--- config.mk ---
export PLATFORM = sky130hd
export DESIGN_NAME = dbg_cmd_engine
export DESIGN_NICKNAME = d
export VERILOG_FILES = /design/src/rtl/dbg_pkg.sv /design/src/rtl/dbg_tx_shifter.sv /design/src/rtl/dbg_cmd_engine.sv
export SDC_FILE = /design/constraint.sdc
export NUM_CORES = 1
export LEC_CHECK = 0
export ABC_CLOCK_PERIOD_IN_PS = 2300
export CAP_MARGIN = 20
export CORE_MARGIN = 4
export CORE_UTILIZATION = 45
export DETAILED_ROUTE_END_ITERATION = 8
export HOLD_SLACK_MARGIN = 0.1
export PLACE_DENSITY = 0.8
export SLEW_MARGIN = 20
export SYNTH_ARGS = -nofsm -noshare
export SYNTH_HDL_FRONTEND = slang
export SYNTH_SLANG_ARGS = --single-unit
--- constraint.sdc ---
create_clock -name clk -period 2.3 [get_ports clk]
set_input_delay 0.69 -clock clk [delete_from_list [all_inputs] [get_ports clk]]
set_output_delay 0.69 -clock clk [all_outputs]
set_load 0.1 [all_outputs]
--- src/rtl/dbg_pkg.sv ---
// Shared opcodes, FSM states and response-byte defaults for the debug command engine.
package dbg_pkg;

  localparam logic [7:0] OP_RD_RF = 8'h01;
  localparam logic [7:0] OP_RD_DM = 8'h02;
  localparam logic [7:0] OP_RD_IM = 8'h03;
  localparam logic [7:0] OP_WR_DM = 8'h04;
  localparam logic [7:0] OP_WR_IM = 8'h05;
  localparam logic [7:0] OP_STEP  = 8'h06;
  localparam logic [7:0] OP_RD_PC = 8'h07;

  localparam logic [7:0] ACK_DEFAULT = 8'h06;
  localparam logic [7:0] NAK_DEFAULT = 8'h15;

  typedef enum logic [2:0] {
    IDLE,
    GET_ADDR,
    GET_DATA,
    WR_SETUP,
    WR_PULSE,
    RD_WAIT,
    SEND,
    STEP
  } state_t;

  function automatic logic op_has_addr(input logic [7:0] op);
    return (op >= OP_RD_RF) && (op <= OP_WR_IM);
  endfunction

  function automatic logic op_is_write(input logic [7:0] op);
    return (op == OP_WR_DM) || (op == OP_WR_IM);
  endfunction

endpackage

--- src/rtl/dbg_tx_shifter.sv ---
// Response serializer: holds up to 4 bytes, presents them MSB first, one per tx handshake.
// tx_data/tx_valid hold while tx_ready is low; load has priority and only occurs while empty.
module dbg_tx_shifter
  import dbg_pkg::*;
(
  input  logic        clk,
  input  logic        rstn,
  input  logic        load,
  input  logic [31:0] load_data,
  input  logic [2:0]  load_count,
  output logic [7:0]  tx_data,
  output logic        tx_valid,
  input  logic        tx_ready,
  output logic        last
);

  logic [31:0] shreg;
  logic [2:0]  cnt;
  logic        hs;

  assign hs       = tx_valid && tx_ready;
  assign tx_data  = shreg[31:24];
  assign tx_valid = (cnt != 3'd0);
  assign last     = hs && (cnt == 3'd1);

  always_ff @(posedge clk or negedge rstn) begin
    if (!rstn) begin
      shreg <= '0;
      cnt   <= '0;
    end else if (load) begin
      shreg <= load_data;
      cnt   <= load_count;
    end else if (hs) begin
      shreg <= {shreg[23:0], 8'h00};
      cnt   <= cnt - 3'd1;
    end
  end

endmodule

--- src/rtl/dbg_cmd_engine.sv ---
// Byte-framed debug command engine: decodes rx frames, drives CPU debug accesses, returns ACK/NAK/read data.
// First tx_valid READ_WAIT+1 cycles after the last rx byte for reads, 3 for writes, 2 for step; rx outside framing states is dropped.
module dbg_cmd_engine
  import dbg_pkg::*;
#(
  parameter int         READ_WAIT = 2,
  parameter logic [7:0] ACK_BYTE  = ACK_DEFAULT,
  parameter logic [7:0] NAK_BYTE  = NAK_DEFAULT
) (
  input  logic        clk,
  input  logic        rstn,
  input  logic [7:0]  rx_data,
  input  logic        rx_valid,
  output logic [7:0]  tx_data,
  output logic        tx_valid,
  input  logic        tx_ready,
  output logic        debug,
  output logic [31:0] addr,
  output logic [31:0] din,
  output logic        we_dm,
  output logic        we_im,
  output logic        clk_ld,
  input  logic [31:0] dout_rf,
  input  logic [31:0] dout_dm,
  input  logic [31:0] dout_im,
  input  logic [31:0] pc_chk,
  output logic        step,
  output logic        busy
);

  localparam logic [3:0] WAIT_INIT = 4'(READ_WAIT - 1);

  state_t      state_q, state_d;
  logic [7:0]  op_q;
  logic [31:0] addr_q, din_q, rd_bus, ld_data;
  logic [1:0]  byte_cnt;
  logic [3:0]  wait_cnt;
  logic [2:0]  ld_count;
  logic        ld, tx_last, last_byte, wr_phase;

  assign last_byte = rx_valid && (byte_cnt == 2'd3);

  always_comb begin
    rd_bus = pc_chk;
    case (op_q)
      OP_RD_RF: rd_bus = dout_rf;
      OP_RD_DM: rd_bus = dout_dm;
      OP_RD_IM: rd_bus = dout_im;
      default:  rd_bus = pc_chk;
    endcase
  end

  always_comb begin
    state_d  = state_q;
    ld       = 1'b0;
    ld_data  = {ACK_BYTE, 24'h0};
    ld_count = 3'd1;
    case (state_q)
      IDLE: if (rx_valid) begin
        if (op_has_addr(rx_data))     state_d = GET_ADDR;
        else if (rx_data == OP_STEP)  state_d = STEP;
        else if (rx_data == OP_RD_PC) state_d = RD_WAIT;
        else begin
          ld      = 1'b1;
          ld_data = {NAK_BYTE, 24'h0};
          state_d = SEND;
        end
      end
      GET_ADDR: if (last_byte) state_d = op_is_write(op_q) ? GET_DATA : RD_WAIT;
      GET_DATA: if (last_byte) state_d = WR_SETUP;
      WR_SETUP: state_d = WR_PULSE;
      WR_PULSE: begin
        ld      = 1'b1;
        state_d = SEND;
      end
      // The selected bus is sampled on the final wait cycle, straight into the serializer.
      RD_WAIT: if (wait_cnt == 4'd0) begin
        ld       = 1'b1;
        ld_data  = rd_bus;
        ld_count = 3'd4;
        state_d  = SEND;
      end
      SEND: if (tx_last) state_d = IDLE;
      STEP: begin
        ld      = 1'b1;
        state_d = SEND;
      end
      default: state_d = IDLE;
    endcase
  end

  always_ff @(posedge clk or negedge rstn) begin
    if (!rstn) state_q <= IDLE;
    else       state_q <= state_d;
  end

  always_ff @(posedge clk or negedge rstn) begin
    if (!rstn) begin
      op_q     <= '0;
      addr_q   <= '0;
      din_q    <= '0;
      byte_cnt <= '0;
      wait_cnt <= '0;
    end else begin
      case (state_q)
        IDLE: if (rx_valid) begin
          op_q     <= rx_data;
          byte_cnt <= 2'd0;
        end
        GET_ADDR: if (rx_valid) begin
          addr_q   <= {addr_q[23:0], rx_data};
          byte_cnt <= byte_cnt + 2'd1;
        end
        GET_DATA: if (rx_valid) begin
          din_q    <= {din_q[23:0], rx_data};
          byte_cnt <= byte_cnt + 2'd1;
        end
        default: ;
      endcase
      if (state_q == RD_WAIT) wait_cnt <= wait_cnt - 4'd1;
      else                    wait_cnt <= WAIT_INIT;
    end
  end

  // Strobes decode straight from the state register so reset clears them asynchronously.
  assign wr_phase = (state_q == WR_SETUP) || (state_q == WR_PULSE);
  assign busy     = (state_q != IDLE);
  assign debug    = wr_phase || (state_q == RD_WAIT);
  assign we_dm    = wr_phase && (op_q == OP_WR_DM);
  assign we_im    = wr_phase && (op_q == OP_WR_IM);
  assign clk_ld   = (state_q == WR_PULSE);
  assign step     = (state_q == STEP);
  assign addr     = addr_q;
  assign din      = din_q;

  dbg_tx_shifter u_tx (
    .clk        (clk),
    .rstn       (rstn),
    .load       (ld),
    .load_data  (ld_data),
    .load_count (ld_count),
    .tx_data    (tx_data),
    .tx_valid   (tx_valid),
    .tx_ready   (tx_ready),
    .last       (tx_last)
  );

endmodule

==> results.rst <==
.. list-table::
   :header-rows: 1

   * - Metric
     - Value
   * - Number of synthesis warnings
     - 0
   * - Slowest cell on the critical path
     - dfrtp_1
   * - Fin Hold WS
     - 254 ps
   * - Startpoint kind of the worst setup timing path
     - flip-flop
   * - Clock-pin slew reported for the worst setup and hold paths after clock tree synthesis
     - 60 ps
   * - Sum of net half-perimeters after detailed placement
     - 13700 microns
   * - Die width
     - 127 microns
   * - Bufs on Longest Clock Path
     - 2
   * - Initial drt markers
     - 518
   * - Max capacitance violation total
     - 0
   * - Starting density of the core
     - 0.458
   * - Prevailing post-synth register cell
     - dfrtp_1
   * - H-tree depth
     - 4
   * - Critical path cell sequence
     - nor3_2 > and4b_2 > o21ai_4 > nor2_4 > buf_12
   * - Number of different library cells in the post-synthesis netlist
     - 56
   * - Overall track demand over capacity in global routing
     - 0.231
   * - Dpl cells
     - 962
   * - Crit-path leading delay family
     - simple AND/OR/NAND/NOR gates
   * - Clock Skews
     - 11.2 ps
   * - Delay of the slowest cell on the worst path
     - 400 ps
   * - Fmax
     - 416 MHz
   * - Capturing point of the worst reg2reg path
     - u_tx.shreg[1]
   * - Final hold viol count
     - 0
   * - Weighted congestion reported at the end of routability-driven placement
     - 0.935
   * - Vias per inst
     - 5.72
   * - Count of buffers inserted at the top-level ports
     - 218
   * - WP data arrival
     - 1710 ps
   * - Die footprint
     - 16100 sq um
   * - Pin count of the biggest net entering global routing
     - 58
   * - Post-route ant nets
     - 0
   * - First-pass DRT Iterations
     - 5
   * - Avg Inst Size Synth
     - 11.0 sq um
   * - Sequential cell area
     - 2910 sq um
   * - Fillers
     - 989
   * - Detailed-route via count
     - 5716
   * - Placed instance area
     - 8830 sq um
   * - Global route overflow
     - 0
   * - Final instance area
     - 9430 sq um
   * - FF-to-FF path depth
     - 7
   * - Static Leak
     - 4.24 nW
   * - Final Worst Setup Slack
     - -102 ps
   * - Max Transition Viols Final
     - 0
   * - Total CTS buffers
     - 17
   * - Post-Syn Area
     - 6360 sq um
   * - Residual DRC count
     - 0
   * - Part of the Yosys area used for sequential elements
     - 0.456
   * - Worst-Skew Late Latency
     - 410 ps
   * - Buffer and inverter count on the worst path
     - 1
   * - Ratio of total power to cell area
     - 1500 nW/um^2
   * - R2r setup slk
     - 190 ps
   * - Leading cell types in the layout, fill and taps excluded
     - clkdlybuf4s50_1 (138), buf_4 (112), dfrtp_1 (111), mux2_2 (81), nor2_1 (49)
   * - Min-Delay Path Class
     - in -> async
   * - IO Count
     - 219
   * - Leading cell type in the layout, fill and taps excluded
     - clkdlybuf4s50_1
   * - Number of diodes
     - 0
   * - Per-cell routed wire length
     - 18.8 microns
   * - Clock period minus worst slack
     - 2400 ps
   * - First-pass GRT wire length
     - 29700 microns
   * - Share of flip-flops with an asynchronous set or reset
     - 1.00
   * - Worst endpoint required time
     - 1610 ps
   * - Run status
     - finished with violations
   * - Core region area
     - 13900 sq um
   * - Synthesized flop and latch total
     - 116
   * - Initial antenna violation count
     - 0
   * - Final setup fails
     - 2
   * - Unrepaired setup endpoints after global routing
     - yes
   * - Via count of the first global-routing pass
     - 5810
   * - Type of the worst setup path
     - reg -> out
   * - Total wirelength of the detailed-routed design
     - 18800 microns
   * - Peak ir drop on the vdd network
     - 1540 uV
   * - Hold bufs inserted after CTS
     - 0
   * - Largest fanout on the critical path
     - 2
   * - CTS root buf
     - clkbuf_16
   * - Layout Cells excl Fill
     - 1000
   * - Capturing element type of the critical path
     - primary output
   * - Final critical-path share of the clock period
     - 1.04
   * - Max-Slew Margin vs Limit
     - 0.606
   * - Post-synth EDFFs
     - 0
   * - Net count of the mapped netlist
     - 725
   * - Number of placement rows
     - 43
   * - Reg-to-Reg Start
     - wait_cnt[0]
   * - Clock tree from TritonCTS
     - yes
   * - Area Overhead vs Synth
     - 48.2%
   * - Actual slew at the worst max-slew pin
     - 591 ps
   * - Die Y
     - 127 microns
   * - Sink count of the clock tree
     - 116
   * - Area used by multi-input combinational logic
     - 3120 sq um
   * - Syn Inst Count
     - 580
   * - Crit path from
     - op_q[6]
   * - Number of nets in the layout
     - 952
   * - Violations in the final reports
     - negative setup slack
   * - Fraction of layout cells with a size suffix above 1
     - 0.323
[kinds of logic after synthesis]
logic type | after synthesis | share of synthesized area
compound gates | 122 | 0.151
xor+xnor | 6 | 0.00826
mux | 126 | 0.214
buf+inv | 89 | 0.0631
simple gates | 116 | 0.0970
flops | 116 | 0.456
fa+ha+maj | 5 | 0.00983
[registers in the layout (all words and copies together) (netlist names)]
signal	count
byte_cnt	2
u_tx.shreg	32
wait_cnt	4
state_q	3
addr	32
din	32
u_tx.cnt	3
op_q	8
[worst reg2reg max path, cell delays in order (launching register included)]
cell       delay, ps
dfrtp_1          390
inv_1             60
ha_1             170
nor3b_1          470
o211ai_1         330
and3_1           250
buf_4            170
o2bb2ai_1        140
[worst max path at each step]
stage | endpoint | slack, ps | cells after the start
6_report | we_im | -100 | 5
5_1_grt | we_im | -170 | 5
4_1_cts | we_im | -80 | 5
3_5_place_dp | u_tx.shreg[1] | -390 | 6
3_3_place_gp | u_tx.shreg[4] | -330 | 6
2_1_floorplan | we_dm | -270 | 5
[per-layer routing]
metal  global-route usage  routed length [microns]
met1                0.277                     7420
met2                0.381                     9160
met3               0.0859                     1840
met4               0.0845                      417
met5                    0                        0
[Yosys cell counts (2+ instances only)]
library cell	number	area (sq um)
a31oi_1	4	25.0
nand3_1	7	35.0
nand3b_1	2	15.0
a21boi_0	2	15.0
mux2i_1	44	440
o22ai_1	2	12.5
and3_1	2	12.5
nand2_2	2	12.5
buf_2	18	90.1
a22oi_1	8	60.1
and4b_1	2	20.0
nor3_1	4	20.0
buf_4	8	60.1
o32ai_1	21	184
inv_1	33	124
nor2b_1	3	18.8
nor2_1	55	206
a221oi_1	4	35.0
xnor2_1	5	43.8
nand4_1	22	138
ha_1	5	62.6
nand2b_1	4	25.0
a41oi_1	21	184
mux2_2	81	912
o21ai_0	24	120
dfrtp_1	116	2900
a21oi_1	2	10.0
clkbuf_1	27	101
o2bb2ai_1	7	61.3
buf_6	2	22.5
a22o_1	12	105
nand2_1	5	18.8
o211ai_1	3	22.5
[per-stage QoR]
step                worst slack, ps  total power [mW]   util  setup TNS [ps]
global route                   -166              14.8  0.679            -324
global placement               -326              11.5  0.636          -10050
CTS                           -78.3              14.2  0.678            -150
floorplan                      -270              9.56      -            -541
finish                         -102              14.2  0.679            -199
detailed placement             -394              11.7  0.636          -11990
[what timing repair did]
action | 4_1_cts | 5_1_grt
setup endpoints to repair | 5 | 11
pin swaps | 4 | 3
resized for setup | 4 | 1
setup buffers | 4 | 2
[final cells by class]
| cell class | instances | share of cell area |
|---|---|---|
| inverter | 33 | 0.0131 |
| clock inverter | 15 | 0.0131 |
| tap | 180 | 0.0239 |
| clock buffer | 17 | 0.0451 |
| multi-input combinational | 375 | 0.331 |
| timing repair buffer | 264 | 0.265 |
| sequential | 116 | 0.308 |
[power by group]
| part | switching [mW] | internal [mW] |
|---|---|---|
| sequential | 0.580 | 2.67 |
| combinational | 5.91 | 2.61 |
| clock | 1.01 | 1.40 |
| total | 7.51 | 6.68 |
Note: power is estimated with default switching activity, not from simulation.
